<file path="src/rtl/temporizador_ctrl.sv">
// Two-digit BCD countdown timer with load, start/pause and prescaled tick.
// Counts from the preset down to 00, then parks in FIM until the next load.
module temporizador_ctrl #(
    parameter int TICKS_POR_PASSO = 1
) (
    input  logic       clock,
    input  logic       reset,
    input  logic       botao_carga,
    input  logic       botao_inicia,
    input  logic       tick,
    input  logic [3:0] preset_unid,
    input  logic [1:0] preset_dez,
    output logic [3:0] unid,
    output logic [1:0] dez,
    output logic       rodando,
    output logic       fim,
    output logic       erro_preset
);

    typedef enum logic [2:0] {
        OCIOSO,
        CARREGADO,
        CONTANDO,
        PAUSADO,
        FIM
    } estado_t;

    localparam logic [7:0] PRESC_MAX = 8'(TICKS_POR_PASSO - 1);

    estado_t    estado;
    logic [7:0] presc;
    logic       inicia_ant;
    logic       inicia_borda;
    logic       carga_ok;
    logic       zerado;
    logic       chega_zero;
    logic [3:0] unid_dec;
    logic [1:0] dez_dec;

    assign inicia_borda = botao_inicia & ~inicia_ant;
    assign carga_ok     = (preset_unid <= 4'd9);
    assign zerado       = (unid == 4'd0) && (dez == 2'd0);
    assign chega_zero   = (unid_dec == 4'd0) && (dez_dec == 2'd0);

    // BCD decrement with borrow from the tens digit
    always_comb begin
        unid_dec = unid - 4'd1;
        dez_dec  = dez;
        if (unid == 4'd0) begin
            unid_dec = 4'd9;
            dez_dec  = dez - 2'd1;
        end
    end

    always_ff @(posedge clock) begin
        if (!reset) begin
            estado      <= OCIOSO;
            unid        <= 4'd0;
            dez         <= 2'd0;
            rodando     <= 1'b0;
            fim         <= 1'b0;
            erro_preset <= 1'b0;
            presc       <= 8'd0;
            inicia_ant  <= 1'b1;
        end else begin
            inicia_ant <= botao_inicia;
            if (botao_carga) begin
                if (carga_ok) begin
                    estado      <= CARREGADO;
                    unid        <= preset_unid;
                    dez         <= preset_dez;
                    rodando     <= 1'b0;
                    fim         <= 1'b0;
                    erro_preset <= 1'b0;
                    presc       <= 8'd0;
                end else begin
                    erro_preset <= 1'b1;
                end
            end else begin
                unique case (estado)
                    CARREGADO: begin
                        if (inicia_borda) begin
                            if (zerado) begin
                                estado <= FIM;
                                fim    <= 1'b1;
                            end else begin
                                estado  <= CONTANDO;
                                rodando <= 1'b1;
                            end
                        end
                    end
                    CONTANDO: begin
                        if (inicia_borda) begin
                            estado  <= PAUSADO;
                            rodando <= 1'b0;
                        end else if (tick) begin
                            if (presc == PRESC_MAX) begin
                                presc <= 8'd0;
                                unid  <= unid_dec;
                                dez   <= dez_dec;
                                if (chega_zero) begin
                                    estado  <= FIM;
                                    fim     <= 1'b1;
                                    rodando <= 1'b0;
                                end
                            end else begin
                                presc <= presc + 8'd1;
                            end
                        end
                    end
                    PAUSADO: begin
                        if (inicia_borda) begin
                            estado  <= CONTANDO;
                            rodando <= 1'b1;
                        end
                    end
                    default: ;
                endcase
            end
        end
    end

endmodule

</file>
<file path="config.mk">
export PLATFORM = sky130hd
export DESIGN_NAME = temporizador_ctrl
export DESIGN_NICKNAME = d
export VERILOG_FILES = /design/src/rtl/temporizador_ctrl.sv
export SDC_FILE = /design/constraint.sdc
export NUM_CORES = 1
export LEC_CHECK = 0
export CAP_MARGIN = 20
export CORE_MARGIN = 2
export CORE_UTILIZATION = 46
export CTS_CLUSTER_SIZE = 24
export DETAILED_ROUTE_END_ITERATION = 7
export MAX_ROUTING_LAYER = met4
export PLACE_DENSITY = 0.8
export SYNTH_ARGS = -nofsm -noshare
export SYNTH_HDL_FRONTEND = slang
export SYNTH_SLANG_ARGS = --single-unit
</file>
<file path="constraint.sdc">
create_clock -name clock -period 3.6 [get_ports clock]
set_input_delay 0.54 -clock clock [delete_from_list [all_inputs] [get_ports clock]]
set_output_delay 0.54 -clock clock [all_outputs]
set_load 0.01 [all_outputs]
</file>
==> summary.txt, run 1 <==
Run status
  • Status: completed

Clocking
  • Post-cts sizing count: 0
  • CTS tree: built
  • Worst-skew pair later-pin latency: 300 ps
  • Clock transition at path regs: 110 ps
  • Clock buffer depth: 2
  • Root Buffer Master: clkbuf_4
  • # clock sinks: 21
  • H-tree depth: 1
  • Postcts setup bufs: 0
  • Hold buffers post-CTS: 0
  • Total CTS buffers: 3

Power
  • Maximum vdd drop: 0.278 mV
  • Leakage: 0.502 nW
  • PwrDens: 353 mW/mm2
  • Overall power: 0.514 mW

Synthesis
  • EDFF count, synth: 0
  • Netlist cell types: 42
  • Synth Area in Simple Gates: 29.4%
  • Post-Synth Adder-Cell Area: 3.10%
  • Top cells by count, synth: 21 x dfxtp_1, 14 x nor2_1, 11 x a21oi_1
  • Post-synth ARST share: 0%
  • Syn_area_per_cell: 8.59 um2
  • Register bit total from synthesis: 21
  • Complex-gate fraction of the synthesized area: 24.5%
  • Synth Area in XOR/XNOR: 4.34%
  • Top cell type's share of synthesized area: 34.7%
  • Most used DFF post-synth: dfxtp_1
  • Largest cells by area after synthesis: dfxtp_1 35%, a21oi_1 4.5%, nor2_1 4.3%
  • Mapped cell area: 0.00121 mm2
  • Ys Warns: 0
  • Count leader, synth: dfxtp_1
  • Register area share after synthesis: 34.7%
  • Largest family of logic cells by synthesized area: simple AND/OR/NAND/NOR gates
  • Post-Syn Nets: 155
  • Cells after Synth: 141
  • Cell taking the most area after synthesis: dfxtp_1
  • Post-synthesis mux area share: 0%

Worst setup path
  • CP Data Required Time: 3790 ps
  • Crit path max-delay cell type: clkdlybuf4s50_1
  • CP top delay family: buffers and inverters
  • Worst R2R Path Depth: 7
  • Critical path origin: botao_carga
  • Max incr delay on CP: 790 ps
  • CP Class: in -> reg
  • Critical path's most frequent cell: buf_4
  • Reg2reg start: presc[0]
  • Endpoint class of the critical path: flop
  • FF-to-FF setup slack: 1600 ps
  • Worst EP arrival: 2530 ps
  • CP max FO: 15
  • Critical path depth: 7
  • Worst setup SP type: primary input
  • Worst reg2reg endpoint: estado[1]
  • Worst setup path endpoint: dez[0]
  • Worst-path cell chain: clkdlybuf4s50_1 > buf_4 > o211a_1 > nor3_1 > buf_4 > a41oi_1 > o311ai_1
  • Worst path bufs/invs: 3

Timing
  • Endpoints failing setup: 0
  • RSZ-0062 raised after global routing: false
  • Worst relative slew slack: 56.0%
  • Clock skew: 3.41 ps
  • Setup TNS: 0 ps
  • Minimum clock period: 2350 ps
  • Tcrit/Tclk final: 65.2%
  • Fmax: 426 MHz
  • Final Hold Fails: 0
  • Slew @ Worst Pin: 655 ps
  • WHS: 472 ps
  • Final Slew Violations: 0

Placed design
  • DP Wirelength: 1950 um
  • IO buf count: 19
  • GPL Wtd Cong: 0.839
  • Post-DP Area: 0.00143 mm2

Layout
  • Layout cells sized above 1: 7.50%
  • Area delta synth->final: 20.2%
  • Layout Nets: 175
  • Post-layout util: 58.8%
  • Fill cells: 251
  • Post-route design area: 0.00146 mm2
  • ANT cells: 0

Route
  • Drt via density: 5.89
  • # DRC: 0
  • TritonRoute pass-1 iters: 5
  • Total wire length: 2710 um
  • WL/cell: 14.3 um
  • Via count: 1119
  • Post-DRT Antenna Nets: 0
  • Initial drt markers: 48

Global routing
  • Vias in the first global route: 1085
  • All-Layer GR Usage: 18.9%
  • Largest net degree at the start of global routing: 16
  • Initial antenna violation count: 0
  • Remaining Overflow, GRT: 0
  • First-pass GRT wire length: 4660 um

Die
  • Die area: 0.00306 mm2
  • Starting density of the core: 48.9%
  • Chip height: 55.3 um
  • Die width: 55.3 um
  • Core area: 0.00248 mm2
  • Cell Rows: 18
  • IO Pins: 20

Min path
  • Hold/Removal Path Class: reg -> reg

Run
  • Max Cap Viol: 0
how the worst min path moves through the flow:
stage | startpoint | endpoint | slack (ps) | depth (start not counted)
after floorplan | presc[7] | presc[7] | 450 | 2
after global placement | fim | fim | 450 | 2
after detailed placement | fim | fim | 460 | 2
after CTS | fim | fim | 480 | 2
after global routing | fim | fim | 520 | 2
final | fim | fim | 470 | 2
routing by layer:
metal | vias to the layer above | global-route usage [%] | routed length, um
met2 | 35 | 30.8 | 1260
li1 | 565 | - | -
met5 | - | - | 0
met3 | 5 | 2.34 | 136
met4 | 0 | 7.32 | 43
met1 | 514 | 23.9 | 1270
where the power goes:
part           internal [mW]  total [mW]  switching, mW
clock network         0.0415       0.113         0.0715
registers              0.247       0.266         0.0190
logic                 0.0653       0.135         0.0697
worst reg2reg max path, stage by stage, from the launching register on:
cell and delay, ps:
dfxtp_1 380, inv_1 70, ha_1 130, nor4b_1 340, and2_1 210, o221ai_2 150, or2_1 320, o41ai_1 300
sequential cells by signal, indices dropped and copies added, names as in the netlist:
register / cells
dez: 2
erro_preset: 1
estado: 3
fim: 1
inicia_ant: 1
presc: 8
rodando: 1
unid: 4
placed cells by master (no fill, tap or decap), drive strengths merged, types with 3 or more instances in the layout:
| master | netlist | final |
|---|---|---|
| and3 | 3 | 3 |
| nand3 | 7 | 7 |
| nand2b | 6 | 6 |
| ha | 3 | 3 |
| nor3 | 3 | 3 |
| nor4b | 5 | 5 |
| nor2b | 3 | 3 |
| xnor2 | 6 | 6 |
| inv | 6 | 6 |
| clkbuf | 4 | 3 |
| o31ai | 6 | 6 |
| clkdlybuf4s50 | 0 | 19 |
| o21ai | 6 | 6 |
| nor4 | 3 | 3 |
| nor2 | 14 | 14 |
| nand2 | 4 | 4 |
| a211oi | 3 | 3 |
| a21oi | 11 | 11 |
| dfxtp | 21 | 21 |
area by class of cell:
class / count / area (um2) / share of cell area [%]
multi-input cells: 108 / 743 / 51.0
clock inverters: 1 / 5.00 / 0.344
clock buffers: 3 / 22.5 / 1.55
well taps: 30 / 37.5 / 2.58
flip-flops and latches: 21 / 420 / 28.9
inverters: 6 / 22.5 / 1.55
repair buffers: 21 / 205 / 14.1
stage by stage:
step | worst slack (ps) | cells
after CTS | 1300 | 190
after global placement | 1010 | 186
after detailed placement | 975 | 186
after floorplan | 1850 | 141
after global routing | 1170 | 190
final | 1250 | 190
logic make-up (layout without fill, tap and decap cells):
family,Yosys count,in the layout
compound gates,40,40
xor+xnor,6,6
simple gates,59,59
flops,21,21
buf+inv,12,31
fa+ha+maj,3,3
(Power assumes the default switching activity.)
==> run 2: changes to the inputs <==
- clock period: 3.6 -> 2.4 ns (I/O delays scaled with it)
==> run 2 against run 1 <==
Against the previous run:
- die area is the same
- sequential power increased by 50%
- largest cell class unchanged
- register-to-register slack got worse by 1200 ps
- cell area is 1.5% higher
- utilization rose by 0.86 points
==> summary.txt, run 2 (synthesis results as in run 1) <==
Placed design
  • GPL Wtd Cong: 0.840
  • DP Wirelength: 2100 um
  • IO buf count: 19
  • Pre-CTS WS: 220 ps

Clocking
  • CTS tree: built
  • Hold buffers post-CTS: 0
  • Post-cts sizing count: 0
  • H-tree depth: 1
  • # clock sinks: 21
  • Postcts setup bufs: 0
  • Clock transition at path regs: 120 ps
  • Clock buffer depth: 2
  • Root Buffer Master: clkbuf_4
  • Total CTS buffers: 3
  • Worst-skew pair later-pin latency: 310 ps

Layout
  • Biggest register: presc
  • ANT cells: 0
  • Commonest non-fill, non-tap cell in the layout: dfxtp_1
  • Fill cells: 223
  • Regs by FF count: presc: 8 flops, unid: 4 flops, estado: 3 flops
  • Area delta synth->final: 22.0%
  • Layout Nets: 178
  • Max reg flops: 8
  • Layout cells sized above 1: 8.59%
  • Most frequent cells in the layout: 21 x dfxtp_1, 19 x clkdlybuf4s50_1, 14 x nor2_1

Timing
  • RSZ-0062 raised after global routing: false
  • Minimum clock period: 1970 ps
  • Setup TNS: 0 ps
  • Slack of the critical path: 434 ps
  • Clock skew: 2.24 ps
  • Tcrit/Tclk final: 81.9%
  • Endpoints failing setup: 0
  • Final Hold Fails: 0
  • Fmax: 509 MHz
  • Worst relative slew slack: 58.7%
  • Slew @ Worst Pin: 615 ps
  • Final Slew Violations: 0

Route
  • TritonRoute pass-1 iters: 4
  • WL/cell: 15.2 um
  • Post-DRT Antenna Nets: 0
  • # DRC: 0
  • Initial drt markers: 36
  • Drt via density: 6.12
  • Total wire length: 2920 um
  • Via count: 1182

Worst setup path
  • CP Class: reg -> reg
  • Critical path origin: presc[0]
  • Max incr delay on CP: 380 ps
  • Worst-path cell chain: inv_1 > ha_1 > nor4b_1 > and2_1 > o221ai_2 > or2_1 > o41ai_1
  • Crit path max-delay cell type: dfxtp_1
  • Worst EP arrival: 2180 ps
  • CP max FO: 5
  • Reg2reg start: presc[0]
  • CP Data Required Time: 2620 ps
  • Worst setup SP type: flop
  • Endpoint class of the critical path: flop

Die
  • IO Pins: 20
  • Chip height: 55.3 um
  • Die width: 55.3 um
  • Core area: 0.00248 mm2
  • Starting density of the core: 48.9%
  • Cell Rows: 18
  • Die area: 0.00306 mm2

Power
  • Maximum vdd drop: 0.366 mV
  • Leakage: 0.514 nW
  • PwrDens: 534 mW/mm2

Run
  • Max Cap Viol: 0

Global routing
  • Vias in the first global route: 1146
  • Initial antenna violation count: 0
  • Largest net degree at the start of global routing: 17
  • All-Layer GR Usage: 20.5%
  • Remaining Overflow, GRT: 0
  • First-pass GRT wire length: 5070 um

Run status
  • Status: completed

Min path
  • Hold_sp: fim
  • Hold/Removal Path Class: reg -> reg
run 2: cell types whose count changed in the layout (fill, tap and decap cells not counted), sizes merged:
cell    change
clkinv      -1
buf         +3
clkbuf      +1
run 2: per-stage QoR:
| stage | hold slack [ps] | power [mW] | cells | area, um2 | util (%) |
|---|---|---|---|---|---|
| final | 475 | 0.790 | 193 | 1480 | 59.6 |
| after global routing | 511 | 0.829 | 193 | 1480 | 59.6 |
| after CTS | 478 | 0.788 | 193 | 1480 | 59.6 |
| after detailed placement | 458 | 0.614 | 189 | 1450 | 58.6 |
| after global placement | 448 | 0.608 | 189 | 1450 | 58.6 |
| after floorplan | 452 | 0.528 | 141 | 1210 | - |
run 2: path summary, 6_finish.rpt:
kind	slack (ps)	end	cells past startpoint
max	430	estado[1]	7
max reg2reg	430	estado[1]	7
min reg2reg	470	fim	2
min	470	fim	2
run 2: cell type report:
class                           instances  area [um2]  share of cell area (%)
Multi-Input combinational cell        108         743                    50.3
Sequential cell                        21         420                    28.5
Timing Repair Buffer                   24         228                    15.4
Tap cell                               30        37.5                    2.54
Clock buffer                            4        26.3                    1.78
Inverter                                6        22.5                    1.52
run 2: worst max-delay path, delay by kind of cell, from the launching register on:
kind	cells	cell delay [ps]
compound gates	2	440
simple gates	3	850
flops	1	380
fa+ha+maj	1	140
buf+inv	1	70
run 2: layer usage:
metal,track usage [%],vias up,share of wire (%)
met1,25.2,557,45
met3,2.58,6,5.0
met2,34.9,48,49
met5,-,-,0
li1,-,571,-
met4,6.27,0,1.1
run 2: power by group:
group	switching (mW)	internal, mW	total [mW]
sequential	0.0291	0.371	0.400
clock	0.114	0.0648	0.178
combinational	0.109	0.102	0.212
total	0.252	0.538	0.790
==> run 3: changes to the inputs <==
- clock period: 2.4 -> 1.9 ns (I/O delays scaled with it)
==> run 3 against run 2 <==
Against the previous run:
- total power is 30% higher
- critical path depth is 2 lower
- cell count is 6.2% higher
- die area stayed put
- first-iteration DRC count is 28% lower
- fmax is 7.7% higher
- clock-buffer cell count stayed put
- clock power is 25% higher
- largest cell class unchanged
==> summary.txt, run 3 (synthesis results as in run 1) <==
Run status
  • Status: completed

Worst setup path
  • Worst setup SP type: flop
  • Endpoint class of the critical path: flop
  • Worst-path cell chain: nand2b_1 > or4_1 > a41oi_2 > or2_1 > o31ai_1
  • Worst R2R Path Depth: 5
  • CP top delay family: simple AND/OR/NAND/NOR gates
  • Worst reg2reg endpoint: estado[0]
  • Max incr delay on CP: 530 ps
  • Crit path max-delay cell type: or4_1
  • Reg2reg start: estado[0]
  • FF-to-FF setup slack: 70 ps
  • CP max FO: 6
  • CP Data Required Time: 2090 ps
  • CP Class: reg -> reg
  • Worst path bufs/invs: 0
  • Worst EP arrival: 2020 ps

Clocking
  • H-tree depth: 1
  • Worst-skew pair later-pin latency: 310 ps
  • Total CTS buffers: 3
  • CTS tree: built
  • # clock sinks: 21
  • Root Buffer Master: clkbuf_4
  • Clock buffer depth: 2
  • Clock transition at path regs: 110 ps

Layout
  • Max reg flops: 8
  • ANT cells: 0
  • Biggest register: presc
  • Regs by FF count: presc: 8 flops, unid: 4 flops, estado: 3 flops
  • Fill cells: 222
  • Commonest non-fill, non-tap cell in the layout: dfxtp_1
  • Post-route design area: 0.00159 mm2
  • Layout cells sized above 1: 16.6%
  • Layout Nets: 190
  • Register area: 420 um2
  • Most frequent cells in the layout: 21 x dfxtp_1, 19 x clkdlybuf4s50_1, 17 x buf_4
  • Area delta synth->final: 31.2%
  • Multi-input gate area: 764 um2

Die
  • Starting density of the core: 48.9%
  • Die width: 55.3 um
  • Core area: 0.00248 mm2
  • IO Pins: 20
  • Die area: 0.00306 mm2
  • Cell Rows: 18
  • Chip height: 55.3 um

Route
  • Drt via density: 6.04
  • # DRC: 0
  • Post-DRT Antenna Nets: 0
  • WL/cell: 15.3 um
  • Initial drt markers: 26
  • TritonRoute pass-1 iters: 5
  • Total wire length: 3130 um
  • Via count: 1239

Timing
  • Endpoints failing setup: 0
  • RSZ-0062 raised after global routing: false
  • Clock skew: 4.90 ps
  • Final Slew Violations: 0
  • Fmax: 548 MHz
  • Worst relative slew slack: 68.4%
  • WHS: 486 ps
  • Tcrit/Tclk final: 96.1%
  • Final Hold Fails: 0
  • Slew @ Worst Pin: 470 ps
  • Minimum clock period: 1830 ps

Power
  • Register share of total power: 48.9%
  • Sw Ratio: 31.5%
  • Internal Power: 0.703 mW
  • Sw power: 0.324 mW
  • PwrDens: 646 mW/mm2
  • Gate power share: 29.4%
  • Clock Power Share: 21.6%
  • Maximum vdd drop: 0.561 mV
  • Overall power: 1.03 mW
  • Leakage: 0.583 nW

Run
  • Max Cap Viol: 0

Global routing
  • Remaining Overflow, GRT: 0
  • Largest net degree at the start of global routing: 16
  • Vias in the first global route: 1249
  • Initial antenna violation count: 0
  • All-Layer GR Usage: 21.3%
  • First-pass GRT wire length: 5220 um

Min path
  • Hold path endpoint: rodando
  • WHS Path Cells: 2
  • Hold/Removal Path Class: reg -> reg
  • Hold_sp: rodando

Placed design
  • Post-DP Area: 0.00154 mm2
  • IO buf count: 19
  • GPL Wtd Cong: 0.886
  • DP Wirelength: 2230 um
==> run 3: cell types whose count changed in the layout (fill, tap and decap cells not counted), sizes merged <==
cell / before / now
buf: 5 / 17
==> run 3: what timing repair did <==
item / CTS / global route
resized for setup: 0 / 4
setup buffers: 0 / 0
setup endpoints to repair: 0 / 6
hold buffers: 0 / 0
==> run 3: area by class of cell <==
type / instances / area share (%)
well taps: 30 / 2.36
flip-flops and latches: 21 / 26.5
inverters: 6 / 1.42
repair buffers: 36 / 20.0
multi-input cells: 108 / 48.1
clock buffers: 4 / 1.65
==> run 3: metal layers <==
metal	GRT usage (%)	vias to the layer above	share of wire, %
met5	-	-	0
met2	36.4	46	50
li1	-	596	-
met1	24.9	589	45
met3	2.34	8	3.7
met4	10.5	0	1.7
==> run 3: worst max-delay path by stage <==
stage	startpoint	endpoint	cells after the start
floorplan	presc[0]	unid[2]	8
global placement	preset_unid[2]	rodando	6
detailed placement	botao_inicia	estado[0]	6
CTS	presc[0]	rodando	8
global route	estado[0]	estado[0]	5
finish	estado[0]	estado[0]	5
==> run 3: worst reg2reg max path: cells and delay by family (launching register included) <==
| kind | cells | cell delay, ps |
|---|---|---|
| flops | 1 | 400 |
| simple gates | 3 | 960 |
| compound gates | 2 | 340 |
==> run 3: through the flow <==
| stage | instances | utilization, % | setup TNS [ps] | worst slack [ps] |
|---|---|---|---|---|
| floorplan | 141 | - | 0 | 162 |
| global placement | 201 | 62.2 | -797 | -122 |
| detailed placement | 201 | 62.2 | -1410 | -197 |
| CTS | 205 | 63.3 | 0 | 25.1 |
| global route | 205 | 64.1 | 0 | 16.1 |
| finish | 205 | 64.1 | 0 | 74.5 |
==> run 3: power by group through the flow <==
stage / logic, mW / registers (mW) / clock network, mW
floorplan: 0.153 / 0.514 / 0
global placement: 0.285 / 0.509 / 0
detailed placement: 0.292 / 0.511 / 0
CTS: 0.294 / 0.502 / 0.226
global route: 0.331 / 0.507 / 0.238
finish: 0.302 / 0.503 / 0.222
==> patch, RTL diff (flow settings as in run 2) <==
Register the output `rodando` once more, with the module's reset; this adds one clock of latency there. The other outputs are not delayed to match.
--- a/src/rtl/temporizador_ctrl.sv
+++ b/src/rtl/temporizador_ctrl.sv
@@ -28,2 +28,4 @@
     localparam logic [7:0] PRESC_MAX = 8'(TICKS_POR_PASSO - 1);
+
+    logic rodando_s0;
 
@@ -59,3 +61,3 @@
             dez         <= 2'd0;
-            rodando     <= 1'b0;
+            rodando_s0  <= 1'b0;
             fim         <= 1'b0;
@@ -71,3 +73,3 @@
                     dez         <= preset_dez;
-                    rodando     <= 1'b0;
+                    rodando_s0  <= 1'b0;
                     fim         <= 1'b0;
@@ -87,3 +89,3 @@
                                 estado  <= CONTANDO;
-                                rodando <= 1'b1;
+                                rodando_s0 <= 1'b1;
                             end
@@ -94,3 +96,3 @@
                             estado  <= PAUSADO;
-                            rodando <= 1'b0;
+                            rodando_s0 <= 1'b0;
                         end else if (tick) begin
@@ -103,3 +105,3 @@
                                     fim     <= 1'b1;
-                                    rodando <= 1'b0;
+                                    rodando_s0 <= 1'b0;
                                 end
@@ -113,3 +115,3 @@
                             estado  <= CONTANDO;
-                            rodando <= 1'b1;
+                            rodando_s0 <= 1'b1;
                         end
@@ -122,2 +124,10 @@
 
+    always_ff @(posedge clock) begin
+        if (!reset) begin
+            rodando <= '0;
+        end else begin
+            rodando <= rodando_s0;
+        end
+    end
+
 endmodule
Function: changed (a bounded check fails within 4 cycles, from zero or initial values and one cycle with reset low).
==> patch against run 2 <==
  * Total power decreased by 3.8%
  * First-iteration DRC count grew 67%
  * Hold slack worse by 0.026 ns
  * Synthesized area up 6.6%
  * Worst setup slack improved by 0.14 ns
  * Clock power shrank 7%
  * Register-to-register slack improved by 0.16 ns
  * Die area increased by 6.1%
  * Wire length decreased by 3.8%
  * Cell count is 4.1% higher
  * Sequential cell count rose by 1
  * Final area grew 4.1%
==> patch: results (changes against run 2) <==
Parameter                              Value

Global route
  Met1 track demand over resource    0.244 (-0.00852)
  Global-route wire length before repair    4930 um (-2.9%)
  Combined global-route utilization of all metal layers    0.197 (-0.00822)
  Fraction of met2 tracks used by global routing    0.312 (-0.0367)
  Routing usage on met3    0.0454 (+0.0196)

Placement
  Gpl congestion    0.847 (+0.74%)
  Placed wire-length estimate after detailed placement    2190 um (+4.5%)
  Placed Instance Area    1520 sq um (+4.4%)

Critical path
  Family with the most delay on the worst path    compound AO/OA/AOI/OAI gates
  FF-to-FF setup slack    0.59 ns (+0.16 ns)
  Worst EP arrival    2.03 ns (-0.15 ns)
  Maximum fanout along the worst path    8 (+3)
  RR Endpoint    unid[3]$_SDFFE_PN0P_
  Worst stage delay on the critical path    0.64 ns (+0.26 ns)

Synthesis
  Xor and xnor fraction of the mapped netlist area    0.0407 (-0.00269)
  Leading post-synthesis cells by instance count    sky130_fd_sc_hd__dfxtp_1, sky130_fd_sc_hd__nor2_1, sky130_fd_sc_hd__nand2_1
  Ranking of synthesized cells by area    sky130_fd_sc_hd__dfxtp_1, sky130_fd_sc_hd__nor2_1, sky130_fd_sc_hd__nand2_1
  Part of the Yosys area used for sequential elements    0.341 (-0.00602)
  Number of nets produced by synthesis    163 (+5.2%)
  Compound-cell area share of the yosys netlist    0.187 (-0.0578)

Power
  Maximum resistive drop on vdd    428 uV (+17%)
  Net Sw Frac    0.296 (-0.0229)
  Static leakage    0.549 nW (+7.0%)

Route
  WL per Instance    14.0 um (-7.6%)
  Initial detailed-routing violation count    60 (+67%)
  Via density    5.77 (-5.8%)
  Wire length on met2    1430 um (-0.70%)
  Detailed route wirelength on metal3    125 um (-15%)

Hold path
  Start point of the worst min-delay path    rodando_s0$_SDFFE_PN0P_

Cells and area
  Final nets    186 (+4.5%)

Timing
  Worst hold slack    0.448 ns (-0.0262 ns)
  Setup Skew    0.0121 ns (+0.00988 ns)
  Slew at the pin with the worst max-slew slack    0.558 ns (-0.0571 ns)

Outcome
  Outcome    finished clean
-- patch: changes by cell type in the layout (fill, tap and decap cells not counted), moves of 3 or more --
cell,run 2,this run
sky130_fd_sc_hd__mux2i_1,0,3
sky130_fd_sc_hd__o31ai_1,6,0
sky130_fd_sc_hd__nor2_1,14,19
sky130_fd_sc_hd__o21ai_0,3,6
sky130_fd_sc_hd__nand2_1,4,16
-- patch: worst max path at each step --
stage,from,to,slack [ns]
6_report,botao_carga,unid[3]$_SDFFE_PN0P_,0.58
4_1_cts,unid[0]$_SDFFE_PN0P_,unid[0],0.57
2_1_floorplan,presc[0]$_SDFFE_PN0P_,unid[3]$_SDFFE_PN0P_,0.79
3_3_place_gp,botao_carga,unid[3]$_SDFFE_PN0P_,0.30
5_1_grt,presc[0]$_SDFFE_PN0P_,rodando_s0$_SDFFE_PN0P_,0.43
3_5_place_dp,botao_carga,unid[3]$_SDFFE_PN0P_,0.25
-- patch: power by group through the flow --
stage                     clock network, mW  registers, mW  logic, mW
after floorplan                           0          0.414      0.118
after global routing                  0.185          0.411      0.204
after global placement                    0          0.414      0.180
after detailed placement                  0          0.415      0.185
after CTS                             0.172          0.407      0.186
final                                 0.166          0.407      0.187
-- patch: per-stage QoR --
| stage | setup WS [ns] | power (mW) | util | instances |
|---|---|---|---|---|
| final | 0.578 | 0.760 | 0.567 | 201 |
| after global routing | 0.428 | 0.800 | 0.567 | 201 |
| after CTS | 0.567 | 0.765 | 0.567 | 201 |
| after detailed placement | 0.252 | 0.600 | 0.559 | 198 |
| after global placement | 0.302 | 0.594 | 0.559 | 198 |
| after floorplan | 0.794 | 0.532 | - | 149 |
-- patch: cell type report --
type	count	area, sq um
timing repair buffer	23	220
fill	258	1170
sequential	22	440
inverter	7	26.3
multi-input combinational	115	790
tap	31	38.8
clock buffer	3	22.5
